`src/rtl/puf_serial_vote.sv`:
```
`default_nettype none
// ============================================================================
// Module   : puf_serial_vote
// Brief    : Serial ring-oscillator PUF. Per response bit an LFSR picks one
//            oscillator from each bank; a majority of VOTES window counts
//            decides the bit.
// Revision : 1.0 - initial release
// ============================================================================
module puf_serial_vote #(
    parameter int NUM_RO     = 16,
    parameter int RESP_BITS  = 8,
    parameter int CNT_W      = 16,
    parameter int WINDOW     = 1024,
    parameter int SETTLE_CYC = 8,
    parameter int VOTES      = 3,
    parameter logic [2*$clog2(NUM_RO)-1:0] POLY = (2*$clog2(NUM_RO))'(8'hB8)
) (
    input  logic                          clock,
    input  logic                          reset,
    input  logic                          start,
    input  logic [2*$clog2(NUM_RO)-1:0]   challenge,
    input  logic [NUM_RO-1:0]             ro_a,
    input  logic [NUM_RO-1:0]             ro_b,
    output logic [NUM_RO-1:0]             ro_en_a,
    output logic [NUM_RO-1:0]             ro_en_b,
    output logic                          busy,
    output logic                          done,
    output logic [RESP_BITS-1:0]          response,
    output logic                          tie_seen
);

    localparam int c_sel_w   = $clog2(NUM_RO);
    localparam int c_chal_w  = 2 * c_sel_w;
    localparam int c_cyc_max = (WINDOW > SETTLE_CYC) ? WINDOW : SETTLE_CYC;
    localparam int c_cyc_w   = $clog2(c_cyc_max + 1);
    localparam int c_vote_w  = (VOTES > 1) ? $clog2(VOTES) : 1;
    localparam int c_win_w   = $clog2(VOTES + 1);
    localparam int c_bit_w   = (RESP_BITS > 1) ? $clog2(RESP_BITS) : 1;

    localparam logic [c_cyc_w-1:0]  c_settle_last = c_cyc_w'(SETTLE_CYC - 1);
    localparam logic [c_cyc_w-1:0]  c_window_last = c_cyc_w'(WINDOW - 1);
    localparam logic [c_vote_w-1:0] c_vote_last   = c_vote_w'(VOTES - 1);
    localparam logic [c_bit_w-1:0]  c_bit_last    = c_bit_w'(RESP_BITS - 1);
    localparam logic [c_win_w-1:0]  c_majority    = c_win_w'(VOTES / 2);
    localparam logic [CNT_W-1:0]    c_cnt_max     = {CNT_W{1'b1}};
    localparam logic [c_chal_w-1:0] c_seed_zero   = c_chal_w'(1);
    localparam logic [NUM_RO-1:0]   c_onehot_base = NUM_RO'(1);

    typedef enum logic [2:0] {
        S_IDLE    = 3'd0,
        S_SETTLE  = 3'd1,
        S_MEASURE = 3'd2,
        S_COMPARE = 3'd3,
        S_NEXT    = 3'd4,
        S_DONE    = 3'd5
    } state_t;

    state_t                 r_state;
    state_t                 w_state_next;

    logic [c_chal_w-1:0]    r_lfsr;
    logic [c_cyc_w-1:0]     r_cyc;
    logic [c_vote_w-1:0]    r_vote_idx;
    logic [c_win_w-1:0]     r_wins;
    logic [c_bit_w-1:0]     r_bit_idx;
    logic [RESP_BITS-1:0]   r_shadow;
    logic [RESP_BITS-1:0]   r_response;
    logic                   r_tie_seen;
    logic [CNT_W-1:0]       r_cnt_a;
    logic [CNT_W-1:0]       r_cnt_b;

    logic                   r_sel_a;
    logic                   r_sel_b;
    logic [1:0]             r_sync_a;
    logic [1:0]             r_sync_b;
    logic                   r_prev_a;
    logic                   r_prev_b;

    logic [c_sel_w-1:0]     w_idx_a;
    logic [c_sel_w-1:0]     w_idx_b;
    logic [c_chal_w-1:0]    w_lfsr_step;
    logic                   w_edge_a;
    logic                   w_edge_b;
    logic                   w_a_gt_b;
    logic                   w_a_eq_b;
    logic                   w_bit;
    logic [RESP_BITS-1:0]   w_shadow_upd;
    logic                   w_pair_en;
    logic                   w_busy;
    logic                   w_done;

    assign w_idx_a     = r_lfsr[c_sel_w-1:0];
    assign w_idx_b     = r_lfsr[c_chal_w-1:c_sel_w];
    assign w_lfsr_step = (r_lfsr >> 1) ^ (r_lfsr[0] ? POLY : '0);
    assign w_edge_a    = r_sync_a[1] & ~r_prev_a;
    assign w_edge_b    = r_sync_b[1] & ~r_prev_b;
    assign w_a_gt_b    = (r_cnt_a > r_cnt_b);
    assign w_a_eq_b    = (r_cnt_a == r_cnt_b);
    assign w_bit       = (r_wins > c_majority);

    always_comb begin
        w_shadow_upd            = r_shadow;
        w_shadow_upd[r_bit_idx] = w_bit;
    end

    // ------------------------------------------------------------------
    // Control FSM
    // ------------------------------------------------------------------
    always_ff @(posedge clock) begin
        if (reset) begin
            r_state <= S_IDLE;
        end else begin
            r_state <= w_state_next;
        end
    end

    always_comb begin
        w_state_next = r_state;
        w_pair_en    = 1'b0;
        w_busy       = 1'b1;
        w_done       = 1'b0;
        case (r_state)
            S_IDLE: begin
                w_busy = 1'b0;
                if (start) begin
                    w_state_next = S_SETTLE;
                end
            end
            S_SETTLE: begin
                w_pair_en = 1'b1;
                if (r_cyc == c_settle_last) begin
                    w_state_next = S_MEASURE;
                end
            end
            S_MEASURE: begin
                w_pair_en = 1'b1;
                if (r_cyc == c_window_last) begin
                    w_state_next = S_COMPARE;
                end
            end
            S_COMPARE: begin
                w_pair_en    = 1'b1;
                w_state_next = (r_vote_idx == c_vote_last) ? S_NEXT : S_MEASURE;
            end
            S_NEXT: begin
                w_state_next = (r_bit_idx == c_bit_last) ? S_DONE : S_SETTLE;
            end
            S_DONE: begin
                w_done       = 1'b1;
                w_state_next = S_IDLE;
            end
            default: begin
                w_busy       = 1'b0;
                w_state_next = S_IDLE;
            end
        endcase
    end

    // ------------------------------------------------------------------
    // Edge detection: registered mux, two-flop synchroniser, prev flop
    // ------------------------------------------------------------------
    always_ff @(posedge clock) begin
        if (reset) begin
            r_sel_a  <= 1'b0;
            r_sel_b  <= 1'b0;
            r_sync_a <= '0;
            r_sync_b <= '0;
            r_prev_a <= 1'b0;
            r_prev_b <= 1'b0;
        end else begin
            r_sel_a  <= ro_a[w_idx_a];
            r_sel_b  <= ro_b[w_idx_b];
            r_sync_a <= {r_sync_a[0], r_sel_a};
            r_sync_b <= {r_sync_b[0], r_sel_b};
            r_prev_a <= r_sync_a[1];
            r_prev_b <= r_sync_b[1];
        end
    end

    // ------------------------------------------------------------------
    // Datapath
    // ------------------------------------------------------------------
    always_ff @(posedge clock) begin
        if (reset) begin
            r_lfsr     <= '0;
            r_cyc      <= '0;
            r_vote_idx <= '0;
            r_wins     <= '0;
            r_bit_idx  <= '0;
            r_shadow   <= '0;
            r_response <= '0;
            r_tie_seen <= 1'b0;
            r_cnt_a    <= '0;
            r_cnt_b    <= '0;
        end else begin
            // Phase timer restarts on every state change
            if (w_state_next != r_state) begin
                r_cyc <= '0;
            end else if (r_state == S_SETTLE || r_state == S_MEASURE) begin
                r_cyc <= r_cyc + 1'b1;
            end

            if (w_state_next == S_MEASURE && r_state != S_MEASURE) begin
                r_cnt_a <= '0;
                r_cnt_b <= '0;
            end

            case (r_state)
                S_IDLE: begin
                    if (start) begin
                        r_lfsr     <= (challenge == '0) ? c_seed_zero : challenge;
                        r_shadow   <= '0;
                        r_tie_seen <= 1'b0;
                        r_bit_idx  <= '0;
                        r_wins     <= '0;
                        r_vote_idx <= '0;
                    end
                end
                S_MEASURE: begin
                    if (w_edge_a && r_cnt_a != c_cnt_max) begin
                        r_cnt_a <= r_cnt_a + 1'b1;
                    end
                    if (w_edge_b && r_cnt_b != c_cnt_max) begin
                        r_cnt_b <= r_cnt_b + 1'b1;
                    end
                end
                S_COMPARE: begin
                    if (w_a_gt_b) begin
                        r_wins <= r_wins + 1'b1;
                    end
                    if (w_a_eq_b) begin
                        r_tie_seen <= 1'b1;
                    end
                    if (r_vote_idx != c_vote_last) begin
                        r_vote_idx <= r_vote_idx + 1'b1;
                    end
                end
                S_NEXT: begin
                    r_shadow   <= w_shadow_upd;
                    r_wins     <= '0;
                    r_vote_idx <= '0;
                    r_lfsr     <= w_lfsr_step;
                    // Publish on the way into DONE so response is valid with done
                    if (r_bit_idx != c_bit_last) begin
                        r_bit_idx <= r_bit_idx + 1'b1;
                    end else begin
                        r_response <= w_shadow_upd;
                    end
                end
                default: begin
                end
            endcase
        end
    end

    assign ro_en_a  = w_pair_en ? (c_onehot_base << w_idx_a) : '0;
    assign ro_en_b  = w_pair_en ? (c_onehot_base << w_idx_b) : '0;
    assign busy     = w_busy;
    assign done     = w_done;
    assign response = r_response;
    assign tie_seen = r_tie_seen;

endmodule
`default_nettype wire

```
`config.mk`:
```
export PLATFORM = sky130hd
export DESIGN_NAME = puf_serial_vote
export DESIGN_NICKNAME = d
export VERILOG_FILES = /design/src/rtl/puf_serial_vote.sv
export SDC_FILE = /design/constraint.sdc
export NUM_CORES = 1
export LEC_CHECK = 0
export CORE_UTILIZATION = 58
export DETAILED_ROUTE_END_ITERATION = 7
export PLACE_DENSITY = 0.86
export SYNTH_ARGS = -nofsm -noshare
export SYNTH_HDL_FRONTEND = slang
export SYNTH_SLANG_ARGS = --single-unit
```
`constraint.sdc`:
```
create_clock -name clock -period 3.2 [get_ports clock]
set_input_delay 0.48 -clock clock [delete_from_list [all_inputs] [get_ports clock]]
set_output_delay 0.48 -clock clock [all_outputs]
set_load 0.05 [all_outputs]
```
# After elaboration in Yosys (flattened, before gate mapping)
# Index checks and enable logic that the tools add are counted.
[totals]
register_bits = 86
word_cells = 119
[classes]
magnitude_cmp = 6
shifts = 2
add_sub_neg = 6
mux = 41
eq_ne = 22
reduce_logical = 19
n_bitwise = 6
[ops]
columns = ["op", "count"]
rows = [
  ["2-to-1 mux 16 bit", 8],
  ["adder 16 x 1 -> 16 bit (second input constant)", 2],
  ["2-to-1 mux 8 bit", 4],
  ["!= test 16 bit (second input constant)", 2],
  ["one-hot mux 8 bit (2 select lines)", 2],
  ["left shift 1 x 4 -> 16 bit (first input constant)", 2],
  ["2-to-1 mux 3 bit", 7],
  ["equality test 16 bit", 1],
  ["> comparator 16 bit", 1],
  ["one-hot mux 3 bit (5 select lines)", 1],
  ["!= test 2 bit (second input constant)", 6],
  ["one-hot mux 2 bit (3 select lines)", 2],
  ["AND reduction 3 bit", 4],
  ["adder 11 x 1 -> 11 bit (second input constant)", 1],
  ["equality test 11 x 10 -> 1 bit (second input constant)", 1],
  ["equality test 11 x 3 -> 1 bit (second input constant)", 1],
  ["< comparator 4 x 5 -> 1 bit (second input constant)", 2],
  ["equality test 3 x 2 -> 1 bit (second input constant)", 3],
  ["equality test 3 bit (second input constant)", 3],
  ["binary-select mux 1 bit (select 4 bit)", 2],
  ["bitwise mux 8 bit", 1],
  ["logical NOT 8 bit", 1],
  ["2-to-1 mux 1 bit", 8],
  ["bitwise XOR 7 x 8 -> 8 bit", 1],
  ["25 further kinds", 36],
]

# Depth between registers and ports, before layout
[depth]
depth_word = 8
mapped_depth = 8

# Worst setup path after synthesis
# OpenSTA, ideal clock, no wires.
[synth_path]
path_type = "register -> output"
from = "register r_state[0]"
to = "output ro_en_a[0]"
path_stages_with_launch = 6
path_buffers = 1
setup_slack_ns = 0.354
t_arrival_ns = 2.366
required_time_ns = 2.720
path_cell_list = "dfxtp_1 > buf_2 > nor2_1 > or2_2 > or3_1 > nor3_1"
[synth_between]
elab_chain_cells = 4
[synth_rtl]
columns = ["element", "line_no", "rtl"]
rows = [
  ["start: declaration", "58", "state_t r_state;"],
  ["start signal: assignment", "113", "r_state <= w_state_next;"],
  ["equality test 3 x 1 -> 1 bit or equality test 3 x 2 -> 1 bit (tied branches)", "122", "case (r_state)"],
  ["OR reduction 3 bit (no line) (*)", "--", ""],
  ["2-to-1 mux 1 bit (*)", "122", ""],
  ["2-to-1 mux 16 bit (*)", "256", "assign ro_en_a = w_pair_en ? (c_onehot_base << w_idx_a) : '0;"],
  ["end: declaration", "24", "output logic [NUM_RO-1:0] ro_en_a,"],
]
# Mark *: on every way between the ends. The rest lies on a longest branch, timed or not.

# Worst setup path after layout
[layout_path]
from = "register r_state[0]"
to = "output ro_en_b[10]"
[layout_between]
elab_chain_cells = 4
[layout_rtl]
columns = ["element", "line_no", "rtl"]
rows = [
  ["equality test 3 x 1 -> 1 bit or equality test 3 x 2 -> 1 bit (tied branches)", "122", ""],
  ["OR reduction 3 bit (no line) (*)", "--", ""],
  ["2-to-1 mux 1 bit (*)", "122", ""],
  ["2-to-1 mux 16 bit (*)", "257", "assign ro_en_b = w_pair_en ? (c_onehot_base << w_idx_b) : '0;"],
  ["end: declaration", "25", "output logic [NUM_RO-1:0] ro_en_b,"],
]
# Marks and branches as above.

==> key figures <==
Detailed routing
  – TritonRoute pass-1 iters: 5
  – Via count: 4,790
  – First-iteration detailed-routing DRC count: 226
  – Routed wire length: 12,120 um
  – Via density: 6.040
  – Avg WL per Cell: 15.28 um
  – Residual DRC count: 0
  – Post-route ant nets: 0

Synth
  – Mapped Cells: 611
  – Top cell type's share of synthesized area: 34.30%
  – Synth cell count leaders: nor2_1, dfxtp_1, nand2_1
  – Syn. warnings: 0
  – Area leader, netlist: dfxtp_1
  – Syn nets: 677
  – Post-synth cell types: 61
  – Mapped Area: 5020 um2
  – Synth area leaders: dfxtp_1, nor2_1, ha_1
  – Mapped Avg Cell Area: 8.216 um2
  – Most frequent cell after synthesis: nor2_1
  – Synth Flop Type: dfxtp_1
  – Yosys reg bits: 86
  – Post-synth EDFFs: 0
  – Register area share after synthesis: 34.30%
  – Async SR Flop Fraction: 0%

Critical path
  – Data required time of the worst path: 2.72 ns
  – Crit Path Max Fanout: 7
  – Crit path capture type: output port
  – Critical path launch point type: flip-flop
  – WP data arrival: 2.34 ns
  – Crit Path Class: reg -> out

Clock network
  – Clk Latency, worst-skew pair: 0.36 ns
  – Clk sinks: 86
  – CTS root buffer: clkbuf_8
  – PostCTS Resize Cnt: 0
  – CTS tree: built
  – H-tree levels: 3
  – Hold Buf Count CTS: 0
  – Clock transition at path regs: 0.08 ns
  – Post-CTS Setup Repair Bufs: 0
  – CTS Buf Count: 9
  – Clk buf depth: 2

STA
  – Final Hold Viols: 0
  – Least-Margin Pin Slew: 0.8017 ns
  – Period utilization: 88.02%
  – Max Freq: 0.3551 GHz
  – Fin crit period: 2.817 ns
  – Max Slew Vio Count: 0
  – RSZ-0062 raised after global routing: false
  – Total Neg Setup Slack: 0 ns
  – Clock Skew: 0.008244 ns
  – Max_slew headroom: 46.38%
  – Final setup violation count: 0
  – Setup slack after layout: 0.3835 ns

Placement
  – DP Wirelength: 8970 um
  – GPL Wtd Cong: 0.8091
  – Place WS: 0.7763 ns
  – Placed Area: 5896 um2
  – PortBufs: 85
  – Placed cell count: 777

Global route
  – First-pass GRT wire length: 19,910 um
  – Vias in the first global route: 4,621
  – Total track usage: 27.89%
  – Initial antenna violation count: 0
  – Largest net degree at the start of global routing: 31
  – Total grt overflow: 0

Die
  – Die Y: 95.03 um
  – Initial core utilization: 60.49%
  – DIE AREA: 9031 um2
  – Total core area: 8299 um2
  – Row count: 33
  – I/O pin total: 86
  – Die X: 95.03 um

Finish
  – Post-Layout Cell Count: 793
  – Synthesis-to-layout area growth: 21.39%
  – Diodes inserted: 0
  – Share of cells above drive strength 1: 9.593%
  – Nets: 749
  – Design area: 6093 um2

Pwr
  – Peak supply drop: 212.2 uV
  – Leak: 2.318 nW
  – PwrDens: 346.9 nW/um2
  – Power Total: 2.114 mW

Outcome
  – Status: finished, final reports clean

Run
  – Maxcap violations: 0

Hold path
  – Hold Path Class: in -> reg
## stage by stage
stage / util [%] / hold slack, ns
after floorplan: - / 0.4138
after global routing: 73.42 / 0.3615
after detailed placement: 71.04 / 0.4280
after global placement: 71.04 / 0.4272
final: 73.42 / 0.3542
after CTS: 73.42 / 0.3600
## registers in the layout, indices dropped and copies added (netlist names)
| signal | cells |
|---|---|
| response | 8 |
| r_state | 3 |
| r_wins | 2 |
| r_shadow | 8 |
| r_sel_b | 1 |
| r_sync_a | 2 |
| r_lfsr | 8 |
| r_cnt_a | 16 |
| tie_seen | 1 |
| r_cnt_b | 16 |
| r_sel_a | 1 |
| r_vote_idx | 2 |
| r_sync_b | 2 |
| r_prev_a | 1 |
| r_cyc | 11 |
| r_prev_b | 1 |
| r_bit_idx | 3 |
## power by group
part / total, mW / switching [mW] / internal [mW]
Sequential: 1.12 / 0.0303 / 1.09
Combinational: 0.232 / 0.115 / 0.117
Clock: 0.766 / 0.404 / 0.361
## critical path: stages, from the launching register on
cell             delay [ns]
dfxtp_1                0.35
nor2_1                 0.10
or2_2                  0.34
nor2_1                 0.10
nand2_1                0.13
nor2_1                 0.15
clkdlybuf4s50_1        0.82
## logic make-up after synthesis
kind of cell | after synthesis | share of synthesized area [%]
muxes | 23 | 6.879
AOI/OAI and AO/OA | 107 | 15.48
DFF | 86 | 34.30
buffers and inverters | 52 | 4.212
and+or+nand+nor | 302 | 30.26
xor gates and xnor gates | 18 | 3.141
adders and majority gates | 23 | 5.733
## final cells by class
type | instances | area (um2)
Clock buffer | 9 | 123.9
Clock inverter | 7 | 73.82
Fill cell | 623 | 2206
Inverter | 20 | 75.07
Tap cell | 105 | 131.4
Sequential cell | 86 | 1722
Multi-Input combinational cell | 473 | 3087
Timing Repair Buffer | 93 | 880.8
## path summary, 6_finish.rpt
kind | depth (start not counted) | start | end | slack (ns)
worst max-delay path | 6 | r_state[0]$_SDFF_PP0_ | ro_en_b[10] | 0.38
worst min-delay path | 2 | reset | r_prev_b$_SDFF_PP0_ | 0.35
worst max register to register | 6 | r_cnt_b[0]$_SDFF_PP0_ | r_cnt_b[3]$_SDFF_PP0_ | 0.76
worst min register to register | 1 | r_sync_b[0]$_SDFF_PP0_ | r_sync_b[1]$_SDFF_PP0_ | 0.45
## cells in the final DEF (no fill, tap or decap), drive strengths merged, types with 4 or more instances in the layout
cell / Yosys / final
a21oi: 24 / 24
a22o: 4 / 4
nand2b: 8 / 8
a31oi: 4 / 4
mux4: 8 / 8
a211oi: 6 / 6
nor3b: 6 / 6
nand3: 20 / 20
xnor2: 9 / 9
nor2b: 12 / 12
a211o: 6 / 6
ha: 23 / 23
a311oi: 5 / 5
and3: 16 / 16
nand4: 12 / 12
inv: 20 / 21
xor2: 9 / 9
nand3b: 5 / 5
a21o: 6 / 6
clkdlybuf4s50: 0 / 74
nor2: 98 / 98
buf: 6 / 19
nand2: 53 / 53
o21ai: 12 / 12
a221o: 8 / 8
nor4: 8 / 8
dfxtp: 86 / 86
a22oi: 14 / 14
clkinvlp: 0 / 4
mux2: 12 / 12
or3: 8 / 8
nor3: 43 / 43
clkbuf: 26 / 9
## layer usage
metal | wire (um) | track usage, % | up-vias
met5 | 0 | 0 | -
met4 | 376 | 14.14 | 0
met3 | 731 | 5.901 | 34
met2 | 6084 | 50.30 | 179
met1 | 4927 | 30.75 | 2229
li1 | - | - | 2348
Power figures use the tool's default switching activity.
